### config.mk
export PLATFORM = sky130hd
export DESIGN_NAME = inst_align_queue
export DESIGN_NICKNAME = d
export VERILOG_FILES = /design/src/rtl/dec_pkg.sv /design/src/rtl/iq_fifo.sv /design/src/rtl/inst_align_queue.sv
export SDC_FILE = /design/constraint.sdc
export NUM_CORES = 1
export LEC_CHECK = 0
export BUFFER_PORTS_ARGS = -buffer_cell sky130_fd_sc_hd__buf_2
export CAP_MARGIN = 30
export CORE_ASPECT_RATIO = 1.75
export CORE_MARGIN = 2
export CORE_UTILIZATION = 40
export CTS_BUF_LIST = sky130_fd_sc_hd__clkbuf_8
export DETAILED_ROUTE_END_ITERATION = 6
export GPL_TIMING_DRIVEN = 0
export PLACE_DENSITY = 0.67
export SYNTH_ARGS = -nofsm -noshare
export SYNTH_HDL_FRONTEND = slang
export SYNTH_SLANG_ARGS = --single-unit
### constraint.sdc
create_clock -name clk -period 9.68 [get_ports clk]
set_input_delay 0.968 -clock clk [delete_from_list [all_inputs] [get_ports clk]]
set_output_delay 0.968 -clock clk [all_outputs]
set_load 0.01 [all_outputs]
### src/rtl/dec_pkg.sv
// Shared types for the instruction align queue: queue entry layout and RVC halfword helpers.
package dec_pkg;

    localparam int IQ_XLEN = 64;
    localparam logic [1:0] HW_RVC_MASK = 2'b11;

    typedef struct packed {
        logic [IQ_XLEN-1:0] pc;
        logic [31:0]        inst;
        logic               compressed;
        logic               illegal;
    } iq_ent_t;

    // A halfword starts a 16-bit instruction unless its two low bits are both set.
    function automatic logic isCompressed(input logic [15:0] hw);
        return (hw[1:0] & HW_RVC_MASK) != HW_RVC_MASK;
    endfunction

endpackage

### src/rtl/iq_fifo.sv
// Ring buffer of decoded-ready entries: up to two pushes and one pop per cycle, plus flush.
module iq_fifo
    import dec_pkg::*;
#(
    parameter int DEPTH = 8,
    localparam int AW = $clog2(DEPTH)
) (
    input  logic          clk,
    input  logic          rst_n,
    input  logic          flush_i,
    input  logic [1:0]    pushCnt_i,
    input  iq_ent_t       push0_i,
    input  iq_ent_t       push1_i,
    input  logic          pop_i,
    output iq_ent_t       head_o,
    output logic          headValid_o,
    output logic [AW:0]   count_o
);

    iq_ent_t       mem_q [DEPTH];
    iq_ent_t       last_q;
    logic [AW:0]   wrPtr_q, wrPtr_d;
    logic [AW:0]   rdPtr_q, rdPtr_d;
    logic [AW:0]   wrPtrNext;
    logic          doPop;

    assign count_o     = wrPtr_q - rdPtr_q;
    assign headValid_o = (count_o != '0);
    assign doPop       = pop_i && headValid_o && !flush_i;
    assign wrPtrNext   = wrPtr_q + 1'b1;

    // Once drained, the outputs keep showing the entry that was consumed last.
    assign head_o = headValid_o ? mem_q[rdPtr_q[AW-1:0]] : last_q;

    always_comb begin
        wrPtr_d = wrPtr_q + {{(AW-1){1'b0}}, pushCnt_i};
        rdPtr_d = rdPtr_q + {{AW{1'b0}}, doPop};
        if (flush_i) begin
            wrPtr_d = '0;
            rdPtr_d = '0;
        end
    end

    always_ff @(posedge clk or negedge rst_n) begin
        if (!rst_n) begin
            wrPtr_q <= '0;
            rdPtr_q <= '0;
            last_q  <= '0;
        end else begin
            wrPtr_q <= wrPtr_d;
            rdPtr_q <= rdPtr_d;
            if (doPop) begin
                last_q <= mem_q[rdPtr_q[AW-1:0]];
            end
        end
    end

    always_ff @(posedge clk or negedge rst_n) begin
        if (!rst_n) begin
            for (int i = 0; i < DEPTH; i++) begin
                mem_q[i] <= '0;
            end
        end else if (!flush_i) begin
            if (pushCnt_i != 2'd0) begin
                mem_q[wrPtr_q[AW-1:0]] <= push0_i;
            end
            if (pushCnt_i == 2'd2) begin
                mem_q[wrPtrNext[AW-1:0]] <= push1_i;
            end
        end
    end

endmodule

### src/rtl/inst_align_queue.sv
// Fetch-to-decode realignment queue for 16/32-bit RISC-V instructions.
// Define RVC_EN to build compressed support (halfword parse and split-instruction hold register).
module inst_align_queue
    import dec_pkg::*;
#(
    parameter int XLEN  = IQ_XLEN,
    parameter int DEPTH = 8,
    localparam int CW   = $clog2(DEPTH) + 1
) (
    input  logic            clk,
    input  logic            rst_n,
    input  logic            clear,
    input  logic            bj_en,
    input  logic            trap_en,
    input  logic            f_valid,
    output logic            f_ready,
    input  logic [XLEN-1:0] f_pc,
    input  logic [31:0]     f_data,
    output logic            d_valid,
    input  logic            d_ready,
    output logic [XLEN-1:0] d_pc,
    output logic [31:0]     d_inst,
    output logic            d_compressed,
    output logic            d_illegal,
    output logic [CW-1:0]   count
);

    localparam logic [CW-1:0] READY_MAX = CW'(DEPTH - 2);

    logic     flush;
    logic     accept;
    logic [1:0] pushCnt;
    iq_ent_t  push0, push1, head;

    assign flush   = clear | bj_en | trap_en;
    // Needs room for two entries so a word that yields two instructions never overflows.
    assign f_ready = rst_n && (count <= READY_MAX);
    assign accept  = f_valid && f_ready && !flush;

`ifdef RVC_EN
    logic            holdValid_q, holdValid_d;
    logic [15:0]     holdHw_q, holdHw_d;
    logic [XLEN-1:0] holdPc_q, holdPc_d;
    logic            leadTaken, leadIs32;
    iq_ent_t         leadEnt, hw1Ent;

    always_comb begin
        leadTaken = holdValid_q || !f_pc[1];
        leadIs32  = !holdValid_q && !f_pc[1] && !isCompressed(f_data[15:0]);

        hw1Ent            = '0;
        hw1Ent.pc         = f_pc | XLEN'(2);
        hw1Ent.inst       = {16'h0, f_data[31:16]};
        hw1Ent.compressed = 1'b1;

        leadEnt = '0;
        if (holdValid_q) begin
            leadEnt.pc   = holdPc_q;
            leadEnt.inst = {f_data[15:0], holdHw_q};
        end else if (isCompressed(f_data[15:0])) begin
            leadEnt.pc         = f_pc;
            leadEnt.inst       = {16'h0, f_data[15:0]};
            leadEnt.compressed = 1'b1;
        end else begin
            leadEnt.pc   = f_pc;
            leadEnt.inst = f_data;
        end

        push0   = leadTaken ? leadEnt : hw1Ent;
        push1   = hw1Ent;
        pushCnt = 2'd0;
        if (accept) begin
            pushCnt = {1'b0, leadTaken} + {1'b0, !leadIs32 && isCompressed(f_data[31:16])};
        end

        holdValid_d = holdValid_q;
        holdHw_d    = holdHw_q;
        holdPc_d    = holdPc_q;
        if (flush) begin
            holdValid_d = 1'b0;
        end else if (accept) begin
            holdValid_d = !leadIs32 && !isCompressed(f_data[31:16]);
            holdHw_d    = f_data[31:16];
            holdPc_d    = f_pc | XLEN'(2);
        end
    end

    always_ff @(posedge clk or negedge rst_n) begin
        if (!rst_n) begin
            holdValid_q <= 1'b0;
            holdHw_q    <= '0;
            holdPc_q    <= '0;
        end else begin
            holdValid_q <= holdValid_d;
            holdHw_q    <= holdHw_d;
            holdPc_q    <= holdPc_d;
        end
    end
`else
    always_comb begin
        push0         = '0;
        push0.pc      = f_pc;
        push0.inst    = f_data;
        push0.illegal = f_pc[1] || (f_data[1:0] != HW_RVC_MASK);
        push1         = '0;
        pushCnt       = accept ? 2'd1 : 2'd0;
    end
`endif

    iq_fifo #(
        .DEPTH(DEPTH)
    ) u_fifo (
        .clk        (clk),
        .rst_n      (rst_n),
        .flush_i    (flush),
        .pushCnt_i  (pushCnt),
        .push0_i    (push0),
        .push1_i    (push1),
        .pop_i      (d_ready),
        .head_o     (head),
        .headValid_o(d_valid),
        .count_o    (count)
    );

    assign d_pc         = head.pc;
    assign d_inst       = head.inst;
    assign d_compressed = head.compressed;
    assign d_illegal    = head.illegal;

endmodule

# Word-level counts from Yosys, hierarchy flattened
# Cells that the tools add are included.
# word_totals
ff_bits	890
latch_bits	0
ramBits	0
mem_bits_ro	0
input_bits	103
n_memories	0
# classes
addsub	4
mul	0
n_div	0
magnitude_cmp	6
n_eq_ne	2
shift	0
mux	15
n_bitwise	7
n_reduce_logical	11
# op_table
cell	count
784-bit two-way mux	3
784-bit bitwise AND	1
784-bit bitwise mux	1
784-bit inverter	1
98-bit demux with 3-bit select	2
98-bit two-way mux	5
98-bit binary-select mux with 3-bit select	1
4-bit >= comparator (second input constant)	3
3-bit inverter with 4-bit output	3
4-bit by 1-bit adder with 4-bit output	2
4-bit by 1-bit less-than comparator with 1-bit output (second input constant)	2
4-bit two-way mux	2
1-bit logical AND	7
4-bit by 3-bit less-or-equal comparator with 1-bit output (second input constant)	1
4-bit nonzero test	1
4-bit subtractor	1
3-bit by 1-bit adder with 3-bit output (second input constant)	1
1-bit by 2-bit == test with 1-bit output (second input constant)	1
2-bit != test (second input constant)	1
1-bit OR	2
2-bit nonzero test	1
1-bit zero test	1
1-bit logical OR	1
1-bit two-way mux	1

# Logic depth before layout (Yosys ltp)
# depth
depth_word	11
depth_mapped	17
mapped_depth_nobuf	11

# Modules after synthesis
# A second synthesis with hierarchy kept.
# unflattened
cells_unflattened	3955
hier_area_um2	47382.9
# by_module_without_submodules
mod	n_inst	cells_per_inst	area_each_um2	seq_area_each_um2
iq_fifo	1	3948	47332.9	22271.4
inst_align_queue	1	7	50.0	0.0

# Worst setup path after synthesis
# Ideal clock, no wire load.
# synth_timing
path_type	reg2out
start	reg u_fifo.rdPtr_q[1]
end	out d_pc[11]
arrival_time_ns	3.040
required_ns	8.712
setup_slack_ns	5.672
stages_incl_launch_ff	14
n_path_buf	6
cell_sequence	dfrtp_1 -> clkbuf_1 -> clkbuf_1 -> clkbuf_1 -> inv_1 -> ha_1 -> nand3b_1 -> and3_1 -> buf_4 -> o21ai_2 -> clkbuf_1 -> clkbuf_1 -> nor2_1 -> a31oi_1
# synth_between
elab_chain_len	5
word_cells_on_any_way	7
cone_classes	add/sub (1); mux (4); bitwise (1); reduce/logical (1)
# synth_lines
element	line_no	rtl
start: declaration	iq_fifo.sv:23	logic [AW:0] rdPtr_q, rdPtr_d;
start signal: assignment	iq_fifo.sv:51	rdPtr_q <= rdPtr_d;
parallel branches: the longest is 4 deep, another holds 4-bit subtractor	-	
98-bit two-way mux (*)	iq_fifo.sv:33	assign head_o = headValid_o ? mem_q[rdPtr_q[AW-1:0]] : last_q;
end: declaration	inst_align_queue.sv:21	output logic [XLEN-1:0] d_pc,
# Every way passes the cells marked *. The select of a mux whose other input is x is not followed.

# Worst setup path after layout
# layout_timing
start	reg u_fifo.rdPtr_q[1]
end	out d_pc[53]
# The elaborated chain is that of the path after synthesis.

==> impl_metrics.tcl <==
set metrics [dict create \
    status "finished clean" \
    cts_tree "yes" \
    detail_route.wl_per_cell_um 23.0 \
    detail-route-antenna-nets 0 \
    path_buf_inv 10 \
    h-tree-depth 4 \
    synth_nets 2805 \
    ys_types 38 \
    async_reset_ff_share_pct 100 \
    synth.most_common_cell "dfrtp_1" \
    syn_inst 2694 \
    vias 24000 \
    skew_ps 28.2 \
    cts-root-buf "clkbuf_8" \
    nFillCells 8901 \
    ys_ff_latch 881 \
    crit_top_cell "clkbuf_1" \
    yosysTopAreaCellShare_pct 55.5 \
    io_pins 207 \
    cp_max_fo 10 \
    ys_seq_area_share_pct 55.5 \
    ys_top_cells_by_count "dfrtp_1, mux2_2, nand2_1" \
    antenna_found_initial 24 \
    pwr-share-comb_pct 6.6 \
    fp.dieH_um 421 \
    numCtsBuffers 137 \
    clockBufferDepth 3 \
    period_share_pct 78.9 \
    synth-main-ff-cell "dfrtp_1" \
    yosysWarningCount 0 \
    place_congestion 0.759 \
    holdCritPathClass "in -> reg" \
    synth_edf_count 0 \
    rsz0062_at_grt "false" \
    hold_viol 0 \
    power.switching_uw 1810 \
    die_w_um 242 \
    drtIter0Drc 1205 \
    pwr-share-clk_pct 42.8 \
    grt_pass1_vias 25900 \
    internal_power_uw 5750 \
    slew_violations 0 \
    r2r_slack_ps 4220 \
    dieArea_sq_um 102000 \
    postSynthAreaPerCell_sq_um 14.8 \
    cp-end-kind "output pin" \
    p_seq_share_pct 50.6 \
    netlist_top_cells_area "dfrtp_1, mux2_2, mux4_2, mux2_1, nand2_1" \
    slew_headroom_pct 29.8 \
    hpwlAfterDp_mm 71.1 \
    rows 153 \
    p_per_area_nw_per_um2 166 \
    cpPeakStageDelay_ps 700 \
    core-area_sq_um 99000 \
    grt_pass1_wl_mm 159 \
    overflow 0 \
    drc 0 \
    period_needed_ps 7640 \
    critPathKind "reg -> out" \
    track_usage_pct 20.7 \
    layout.nets 3165 \
    portBuffers 205 \
    insertion_delay_ps 840 \
    arrival_ps 6670 \
    fmax_mhz 131 \
    start_util_pct 40.2 \
    syn_to_final_growth_pct 14.8 \
    ir_drop_mv 0.114 \
    grt_max_degree 122 \
    totalWireLength_mm 103 \
    drive_above_1_share_pct 46.7 \
    crit_family "buffers and inverters" \
    cp.required_ps 8710 \
    post-synth-top-area-cell "dfrtp_1" \
    critPathSlowestCell "o21ai_2" \
    critical_path.startpoint_type "flop" \
    setup_violations 0 \
    swShare_pct 23.9 \
    tns_ps 0 \
    tightest_slew_ps 1050 \
    dr.pass1.iters 5 \
    via_per_inst 5.36 \
    postLayoutCoreUtil_pct 46.1 \
    cap_violations 0 \
    crit_path_cell_trace "clkbuf_1 -> clkbuf_1 -> buf_8 -> clkbuf_1 -> inv_1 -> ha_1 -> nand3b_1 -> and3_1 -> buf_4 -> o21ai_2 -> clkbuf_1 -> buf_8 -> clkbuf_1 -> nor2_1 -> a31oi_1 -> buf_2" \
    cts.sinks 881 \
    p_leak_uw 0.0228 \
    clk_pin_slew_ps 70 \
    synth.cell_area_sq_um 39700 \
]
[metal layers]
layer  vias up  wire length [um]  global-route usage [%]
met4        22              2380                    6.34
li1      10600                 -                       -
met3       185              4870                    4.93
met2       496             55000                    37.0
met5         -               122                       0
met1     12800             40700                    24.4
[layout make-up]
cell class | instances | area [sq um] | share of cell area, %
Inverter | 8 | 30.0 | 0.0658
Sequential cell | 881 | 22000 | 48.3
Buffer | 183 | 932 | 2.04
Antenna cell | 7 | 17.5 | 0.0384
Clock buffer | 179 | 2460 | 5.40
Tap cell | 1317 | 1650 | 3.61
Multi-Input combinational cell | 1622 | 16700 | 36.7
Timing Repair Buffer | 221 | 1360 | 2.98
Clock inverter | 65 | 384 | 0.842
[cell families after synthesis]
kind of cell    count (synthesis)  synth area share, %
mux                          1059                 35.5
flops                         881                 55.5
simple gates                  430                 4.27
buf+inv                       191                 2.42
compound gates                118                 1.93
fa+ha+maj                       8                0.271
xor+xnor                        6                0.132
other cells                     1              0.00943
[metrics by stage]
step | setup slack [ps] | cells | cell area (sq um) | hold WS [ps] | power [uW]
finish | 2040 | 4483 | 45600 | 449 | 7560
global route | 1720 | 4480 | 45600 | 393 | 7890
CTS | 1850 | 4476 | 45600 | 353 | 7670
detailed placement | 2800 | 4231 | 42800 | 477 | 4400
global placement | -11700 | 4216 | 42400 | 461 | 4380
floorplan | 5670 | 2694 | 39700 | 445 | 4180
[power groups by stage]
stage                     sequential, uW  clock (uW)  combinational [uW]
after floorplan                     3880           0                 299
after global placement              3890           0                 481
after detailed placement            3890           0                 505
after CTS                           3830        3340                 507
after global routing                3840        3500                 559
final                               3830        3240                 497
[worst reg2reg max path, stage by stage, from the launching register on]
cell and delay [ps]:
dfrtp_1 410, clkbuf_1 590, clkbuf_1 330, buf_8 210
clkbuf_1 610, inv_1 100, ha_1 310, nand3b_1 90
and3_1 160, buf_4 180, o21ai_2 700, and3_1 250
buf_2 380, buf_6 250, buf_6 220, ha_1 210
ha_1 230, and2_1 130
[sequential cells by signal, summed over array words and instances, names as in the netlist]
| signal | count |
|---|---|
| u_fifo.wrPtr_q | 4 |
| u_fifo.mem_q | 776 |
| u_fifo.last_q | 97 |
| u_fifo.rdPtr_q | 4 |
[cells in the final DEF, fill, tap and decap left out, types with 14 or more instances in the layout]
master and n:
mux2_2 729, buf_4 19, dfrtp_1 881, nand2_1 301, a31oi_1 97, nor2_1 105
buf_2 292, inv_1 46, buf_1 14, mux2_1 136, clkbuf_8 179, mux4_2 194
clkbuf_1 54
[repair_timing]
item,4_1_cts,5_1_grt
endpoints found under the hold margin,19,0
gates resized for setup,0,0
hold buffers,1,0
setup buffers,0,0
setup endpoints to repair,0,0
[worst paths after layout]
kind,start,to,cells after the start
worst max register to register,u_fifo.rdPtr_q[1],u_fifo.rdPtr_q[1],17
max in group asynchronous,rst_n,u_fifo.mem_q[405],6
worst max-delay path,u_fifo.rdPtr_q[1],d_pc[53],16
worst min-delay path,f_data[17],u_fifo.mem_q[117],2
worst min register to register,u_fifo.mem_q[604],u_fifo.mem_q[604],1
min in group asynchronous,rst_n,u_fifo.last_q[63],2
No activity file was read; power rests on OpenSTA's default activity.
